**config.mk**
```make
export PLATFORM = sky130hd
export DESIGN_NAME = fetch_ctrl
export DESIGN_NICKNAME = d
export VERILOG_FILES = /design/src/rtl/fetch_ctrl.sv
export SDC_FILE = /design/constraint.sdc
export NUM_CORES = 1
export LEC_CHECK = 0
export CORE_MARGIN = 4
export CORE_UTILIZATION = 45
export CTS_BUF_LIST = sky130_fd_sc_hd__clkbuf_8
export CTS_CLUSTER_DIAMETER = 120
export DETAILED_ROUTE_END_ITERATION = 12
export GPL_TIMING_DRIVEN = 0
export PLACE_DENSITY_LB_ADDON = 0.12
export SETUP_SLACK_MARGIN = 0.02
export SLEW_MARGIN = 0
export SYNTH_ARGS = -nofsm -noshare
export SYNTH_HDL_FRONTEND = slang
export SYNTH_SLANG_ARGS = --single-unit
```
**constraint.sdc**
```tcl
create_clock -name clk -period 2.4 [get_ports clk]
set_input_delay 0.72 -clock clk [delete_from_list [all_inputs] [get_ports clk]]
set_output_delay 0.72 -clock clk [all_outputs]
set_load 0.01 [all_outputs]
```
**src/rtl/fetch_ctrl.sv**
```systemverilog
// Instruction-fetch sequencer: steps the PC, reads the instruction word at the current PC,
// hands it to execute over valid/ready, and waits for execute completion before the next fetch.
module fetch_ctrl #(
   parameter int MEM_TIMEOUT = 16,
   parameter int CNT_W       = 16
) (
   input  logic             clk,
   input  logic             reset,
   input  logic             run,
   input  logic [15:0]      pc_in,
   output logic             ld_pc,
   output logic [1:0]       pcmux,
   output logic [15:0]      mem_addr,
   output logic             mem_rd,
   input  logic [15:0]      mem_rdata,
   input  logic             mem_ready,
   output logic [15:0]      ir,
   output logic             ir_valid,
   input  logic             ir_ready,
   input  logic             exec_done,
   input  logic             redirect,
   input  logic             redirect_sel,
   output logic             fetch_err,
   output logic [CNT_W-1:0] instr_count
);

   localparam int WAIT_W = $clog2(MEM_TIMEOUT);
   localparam logic [WAIT_W-1:0] WAIT_LAST = WAIT_W'(MEM_TIMEOUT - 1);

   localparam logic [1:0] MUX_INC   = 2'b00;
   localparam logic [1:0] MUX_BUS   = 2'b01;
   localparam logic [1:0] MUX_ADDER = 2'b10;

   typedef enum logic [2:0] {
      IDLE,
      F_ADDR,
      F_WAIT,
      ISSUE,
      EXEC,
      ERR
   } state_t;

   state_t state, state_nxt;
   logic [WAIT_W-1:0] wait_cnt;

   always_ff @(posedge clk or posedge reset) begin
      if (reset) state <= IDLE;
      else       state <= state_nxt;
   end

   // ld_pc/pcmux are combinational so the PC register steps in the same cycle the decision is made.
   always_comb begin
      state_nxt = state;
      ld_pc     = 1'b0;
      pcmux     = MUX_INC;
      case (state)
         IDLE: begin
            if (run) state_nxt = F_ADDR;
         end
         F_ADDR: begin
            ld_pc     = 1'b1;
            pcmux     = MUX_INC;
            state_nxt = F_WAIT;
         end
         F_WAIT: begin
            if (mem_ready)                  state_nxt = ISSUE;
            else if (wait_cnt == WAIT_LAST) state_nxt = ERR;
         end
         ISSUE: begin
            if (ir_ready) state_nxt = EXEC;
         end
         EXEC: begin
            if (exec_done) begin
               if (redirect) begin
                  ld_pc = 1'b1;
                  pcmux = redirect_sel ? MUX_ADDER : MUX_BUS;
               end
               state_nxt = run ? F_ADDR : IDLE;
            end
         end
         ERR: begin
            state_nxt = ERR;
         end
         default: begin
            state_nxt = IDLE;
         end
      endcase
   end

   // A ready strobe on the final wait cycle wins over the timeout.
   always_ff @(posedge clk or posedge reset) begin
      if (reset) begin
         mem_addr    <= '0;
         mem_rd      <= 1'b0;
         ir          <= '0;
         ir_valid    <= 1'b0;
         fetch_err   <= 1'b0;
         instr_count <= '0;
         wait_cnt    <= '0;
      end else begin
         case (state)
            F_ADDR: begin
               mem_addr <= pc_in;
               mem_rd   <= 1'b1;
               wait_cnt <= '0;
            end
            F_WAIT: begin
               if (mem_ready) begin
                  ir       <= mem_rdata;
                  mem_rd   <= 1'b0;
                  ir_valid <= 1'b1;
               end else if (wait_cnt == WAIT_LAST) begin
                  mem_rd    <= 1'b0;
                  fetch_err <= 1'b1;
               end else begin
                  wait_cnt <= wait_cnt + WAIT_W'(1);
               end
            end
            ISSUE: begin
               if (ir_ready) begin
                  ir_valid    <= 1'b0;
                  instr_count <= instr_count + CNT_W'(1);
               end
            end
            default: begin
            end
         endcase
      end
   end

endmodule

```
==> flow_metrics.py, run 1 <==
metrics = {
    "global_routing": {
        "grt_pass1_vias": 1892,
        "grt_usage": 0.170,
        "grt_pass1_wl_um": 8650,
        "top_usage_layer": "met2",
        "grtUsageMet3": 0.0954,
        "grt_overflow": 0,
        "antenna_found_initial": 0,
        "grtUsageMet1": 0.193,
        "met2_usage": 0.276,
        "grt_start_max_net_pins": 32,
    },
    "synthesis": {
        "synth_seq_cells": 58,
        "synthMuxAreaShare": 0.0770,
        "synth_area_leaders": "dfrtp_1 (58%), nand2_1 (9.5%), mux2_2 (7.7%)",
        "yosysMostFrequentCell": "nand2_1",
        "synth_cell_types": 31,
        "synth.cell_area_um2": 2490,
        "synth_edf_count": 0,
        "synth_nets": 267,
        "yosys_warnings": 0,
        "synth-adder-area-share": 0.0101,
        "syn_area_per_cell_um2": 11.0,
        "yosys.area.top_type": "dfrtp_1",
        "synthTopCellsByCount": "nand2_1 (63), dfrtp_1 (58), mux2_2 (17), xnor2_1 (12), nor2_1 (8)",
        "synth_top_cell_area_share": 0.584,
        "synth_compound_area_frac": 0.0382,
        "syn_inst": 225,
        "synth_ff_type": "dfrtp_1",
        "synth_top_family_by_area": "simple AND/OR/NAND/NOR gates",
        "yosysSeqAreaShare": 0.584,
        "synth-async-reset-ratio": 1.00,
        "synth-simple-area-share": 0.207,
        "synth_xor_area_frac": 0.0564,
    },
    "sta": {
        "fin_ws_ns": 0.0623,
        "setup_viol": 0,
        "period_needed_ns": 2.34,
        "slew_viol_final": 0,
        "slew_headroom": 0.607,
        "fin_skew_ns": 0.00633,
        "hold_viol": 0,
        "worst_pin_slew_ns": 0.581,
        "period_share": 0.974,
        "clock.fmax_mhz": 428,
        "rsz0062_at_grt": "no",
    },
    "layout": {
        "final_cell_area_um2": 3720,
        "drive_gt1_frac": 0.144,
        "fin_cells": 403,
        "n_fill_cell": 397,
        "fin_nets": 372,
        "diodes": 0,
        "synthToLayoutAreaGrowth_pct": 49.5,
    },
    "worst_setup_path": {
        "crit_slowest_cell": "clkdlybuf4s50_1",
        "end_kind": "output port",
        "reg2reg_from": "wait_cnt[0]",
        "crit_buf_inv": 3,
        "reg2reg_slack_ns": 0.69,
        "reg2reg_to": "state[1]",
        "cp.required_ns": 1.68,
        "path_max_fanout": 2,
        "critical_path_class": "in2out",
        "startpoint": "redirect_sel",
        "worstPathCellList": "clkdlybuf4s50_1 -> inv_1 -> nor2_1 -> dlygate4sd2_1",
        "setup.worst_path.end": "pcmux[1]",
        "critPathLaunchType": "input pin",
        "cp_top_family": "buffers and inverters",
        "worstPathArrival_ns": 1.62,
        "cpPeakStageDelay_ns": 0.47,
        "r2r_cells": 5,
        "worstSetupPathDepth": 4,
    },
    "place": {
        "dp.cells": 389,
        "pre_cts_ws_ns": -0.549,
        "place_area_um2": 3520,
        "hpwlAfterDp_um": 4050,
        "port_buffers": 93,
        "gp_congestion": 0.859,
    },
    "floorplan": {
        "die-area_um2": 6780,
        "io_pins": 94,
        "start_util": 0.475,
        "fp-row-count": 26,
        "fp.coreArea_um2": 5240,
        "die_y_um": 82.3,
        "die_x_um": 82.3,
    },
    "min_path": {
        "min_from": "fetch_err",
        "min_path_type": "reg2reg",
    },
    "route": {
        "postRouteAntennaNets": 0,
        "drtPass1Iterations": 4,
        "drt_iter0_markers": 66,
        "via_per_inst": 4.86,
        "drt_wl_total_um": 5420,
        "vias": 1958,
        "drc": 0,
        "avgRoutedWirePerCell_um": 13.5,
    },
    "clock_network": {
        "clk_pin_slew_ns": 0.05,
        "hold_buffers": 0,
        "htree_levels": 3,
        "cts_tree": "yes",
        "cts_buffer_depth": 2,
        "cts.sinks": 58,
        "root_buffer": "clkbuf_8",
        "post_cts_buffers": 0,
        "insertion_delay_ns": 0.32,
        "numCtsBuffers": 9,
    },
    "outcome": {
        "status": "finished, final reports clean",
    },
    "run": {
        "cap_violations": 0,
    },
    "pwr": {
        "ir_drop_uv": 766,
        "cellPowerDensity_nw_per_um2": 1140,
        "leakagePower_nw": 1.71,
        "power.total_mw": 4.23,
    },
}
==> placed cells by master, fill, tap and decap left out, types with 3 or more instances in the layout <==
master,n
a21oi_1,3
and3_1,4
and4_1,5
buf_2,4
clkbuf_8,11
clkdlybuf4s50_1,88
dfrtp_1,57
dlygate4sd2_1,4
inv_1,4
mux2_2,17
nand2_1,63
nand2b_1,3
nand3_1,7
nand4_1,5
nor2_1,7
o21ai_0,6
xnor2_1,12
xor2_1,4
==> how the worst min path moves through the flow <==
stage	end	slack (ns)	cells after the start
2_1_floorplan	wait_cnt[0]	0.49	1
3_3_place_gp	fetch_err	0.45	1
3_5_place_dp	fetch_err	0.45	1
4_1_cts	fetch_err	0.46	1
5_1_grt	fetch_err	0.48	1
6_report	fetch_err	0.46	1
==> through the flow <==
stage	TNS, ns	util	hold slack [ns]
floorplan	0	-	0.489
finish	0	0.710	0.460
CTS	0	0.708	0.464
detailed placement	-1.32	0.673	0.452
global route	0	0.710	0.482
global placement	-48.83	0.669	0.447
==> cell type report <==
type                       instances  area [um2]  area share
sequential                        58        1450       0.391
multi-input combinational        154         968       0.261
timing repair buffer              94         941       0.253
clock buffer                      11         151      0.0407
tap                               70        87.6      0.0236
buffer                             7        48.8      0.0131
clock inverter                     3        40.0      0.0108
inverter                           6        26.3     0.00707
==> kinds of logic (layout without fill, tap and decap cells) <==
logic type                 after synthesis  count (layout)
AOI/OAI and AO/OA                       15              15
xor gates and xnor gates                16              16
adders and majority gates                2               2
buffers and inverters                   13             121
DFF                                     58              58
muxes                                   17              17
and+or+nand+nor                        104             104
==> per-layer routing <==
layer / part of all wire / vias up
met2: 0.47 / 68
met3: 0.10 / 5
met4: 0.0081 / 0
li1: - / 970
met1: 0.42 / 915
met5: 0 / -
==> report_power, final <==
group | total, mW | switching (mW) | internal, mW | leakage [nW]
sequential | 1.56 | 0.218 | 1.34 | 0.734
clock | 0.869 | 0.349 | 0.520 | 0.101
combinational | 1.80 | 0.810 | 0.992 | 0.873
total | 4.23 | 1.38 | 2.85 | 1.71
==> worst reg2reg max path: cells and delay by family (launching register included) <==
family / cells / cell delay (ns)
and+or+nand+nor: 2 / 0.46
adders and majority gates: 1 / 0.20
DFF: 1 / 0.39
AOI/OAI and AO/OA: 2 / 0.54
==> timing repair <==
item	4_1_cts	5_1_grt
endpoints found under the setup margin	3	2
pin swaps	1	0
hold endpoints to repair	0	0
resized for setup	8	4
==> registers in the layout, summed over array words and instances, names as in the netlist <==
name / cells
fetch_err: 1
mem_rd: 1
ir_valid: 1
instr_count: 16
mem_addr: 16
ir: 16
state: 3
wait_cnt: 4
Power figures use the tool's default switching activity.
==> run 2, diff against run 1 <==
--- a/config.mk
+++ b/config.mk
@@ -5,7 +5,6 @@
 export SDC_FILE = /design/constraint.sdc
 export NUM_CORES = 1
 export LEC_CHECK = 0
-export CORE_MARGIN = 4
 export CORE_UTILIZATION = 45
 export CTS_BUF_LIST = sky130_fd_sc_hd__clkbuf_8
 export CTS_CLUSTER_DIAMETER = 120
==> flow_metrics.py, run 2 (same netlist as run 1, synthesis figures left out) <==
metrics = {
    "sta": {
        "finalHoldWorstSlack_ns": 0.466,
        "period_share": 0.960,
        "period_needed_ns": 2.30,
        "fin_skew_ns": 0.00838,
        "fin_ws_ns": 0.0953,
        "slew_viol_final": 0,
        "clock.fmax_mhz": 434,
        "worst_pin_slew_ns": 0.622,
        "rsz0062_at_grt": "no",
        "slew_headroom": 0.580,
        "hold_viol": 0,
        "setup_viol": 0,
    },
    "place": {
        "pre_cts_ws_ns": -0.541,
        "gp_congestion": 0.852,
        "place_area_um2": 3520,
        "port_buffers": 93,
        "hpwlAfterDp_um": 3710,
    },
    "layout": {
        "mostFrequentLayoutCells": "clkdlybuf4s50_1 (88), nand2_1 (63), dfrtp_1 (58)",
        "diodes": 0,
        "fin_nets": 372,
        "final_cell_area_um2": 3730,
        "reg_top3": "instr_count (16), ir (16), mem_addr (16)",
        "n_fill_cell": 415,
        "synthToLayoutAreaGrowth_pct": 50.1,
        "layout_commonest_cell": "clkdlybuf4s50_1",
        "finalCoreUtilization": 0.717,
        "drive_gt1_frac": 0.134,
    },
    "floorplan": {
        "fp-row-count": 26,
        "fp.coreArea_um2": 5200,
        "die_x_um": 76.3,
        "die-area_um2": 5830,
        "io_pins": 94,
        "die_y_um": 76.3,
        "start_util": 0.478,
    },
    "worst_setup_path": {
        "crit_buf_inv": 3,
        "critical_path_class": "in2out",
        "worstPathArrival_ns": 1.58,
        "path_max_fanout": 2,
        "critPathLaunchType": "input pin",
        "cpPeakStageDelay_ns": 0.47,
        "cp.required_ns": 1.68,
        "end_kind": "output port",
        "crit_slowest_cell": "clkdlybuf4s50_1",
        "cp_top_family": "buffers and inverters",
        "worstPathCellList": "clkdlybuf4s50_1 -> inv_1 -> nor2_1 -> dlygate4sd2_1",
    },
    "pwr": {
        "ir_drop_uv": 663,
        "cellPowerDensity_nw_per_um2": 1150,
        "power.total_mw": 4.28,
        "leakagePower_nw": 1.73,
    },
    "global_routing": {
        "grt_usage": 0.193,
        "grt_start_max_net_pins": 31,
        "grt_overflow": 0,
        "antenna_found_initial": 0,
        "grt_pass1_vias": 1949,
        "grt_pass1_wl_um": 8880,
    },
    "clock_network": {
        "cts_buffer_depth": 2,
        "numCtsBuffers": 9,
        "clk_pin_slew_ns": 0.06,
        "cts.sinks": 58,
        "hold_buffers": 0,
        "cts_tree": "yes",
        "insertion_delay_ns": 0.33,
        "root_buffer": "clkbuf_8",
        "post_cts_buffers": 0,
        "htree_levels": 3,
    },
    "route": {
        "postRouteAntennaNets": 0,
        "via_per_inst": 4.91,
        "vias": 1989,
        "avgRoutedWirePerCell_um": 12.8,
        "drtPass1Iterations": 4,
        "drt_iter0_markers": 59,
        "drc": 0,
        "drt_wl_total_um": 5180,
    },
    "run": {
        "cap_violations": 0,
    },
    "outcome": {
        "status": "finished, final reports clean",
    },
    "min_path": {
        "min_path_type": "reg2reg",
    },
}
[run 2: final timing paths]
| kind | startpoint | slack [ns] | depth (start not counted) | end |
|---|---|---|---|---|
| max in group asynchronous | reset | 1.04 | 3 | mem_addr[11] |
| worst max-delay path | redirect_sel | 0.1 | 4 | pcmux[1] |
| worst min register to register | instr_count[15] | 0.47 | 1 | instr_count[15] |
| worst min-delay path | instr_count[15] | 0.47 | 1 | instr_count[15] |
| worst max register to register | state[0] | 0.66 | 6 | ir[7] |
| min in group asynchronous | reset | 0.79 | 2 | instr_count[9] |
[run 2: area by class of cell]
cell class	count	area [um2]	area share
Multi-Input combinational cell	154	966	0.259
Clock inverter	3	37.5	0.0101
Clock buffer	13	179	0.0480
Timing Repair Buffer	94	941	0.252
Inverter	6	22.5	0.00604
Sequential cell	58	1450	0.389
Buffer	7	46.3	0.0124
Tap cell	70	87.6	0.0235
[run 2: power by group]
part	switching [mW]	leakage, nW	total (mW)	internal (mW)
Sequential	0.211	0.735	1.55	1.34
Combinational	0.803	0.878	1.79	0.984
Clock	0.357	0.118	0.943	0.586
[run 2: stage by stage]
step / std cells / setup TNS (ns)
after floorplan: 225 / 0
after global placement: 388 / -48.30
after detailed placement: 389 / -1.24
after CTS: 405 / 0
after global routing: 405 / 0
final: 405 / 0
[run 2: what timing repair did]
action | 4_1_cts | 5_1_grt
gates resized for setup | 8 | 0
endpoints found under the setup margin | 3 | 0
endpoints found under the hold margin | 0 | 0
[run 2: metal layers]
metal  vias to the layer above  share of wire  track usage
met5                         -              0            0
met4                         0          0.021        0.108
met3                        12          0.056       0.0443
met2                        65           0.48        0.319
met1                       940           0.44        0.234
li1                        972              -            -
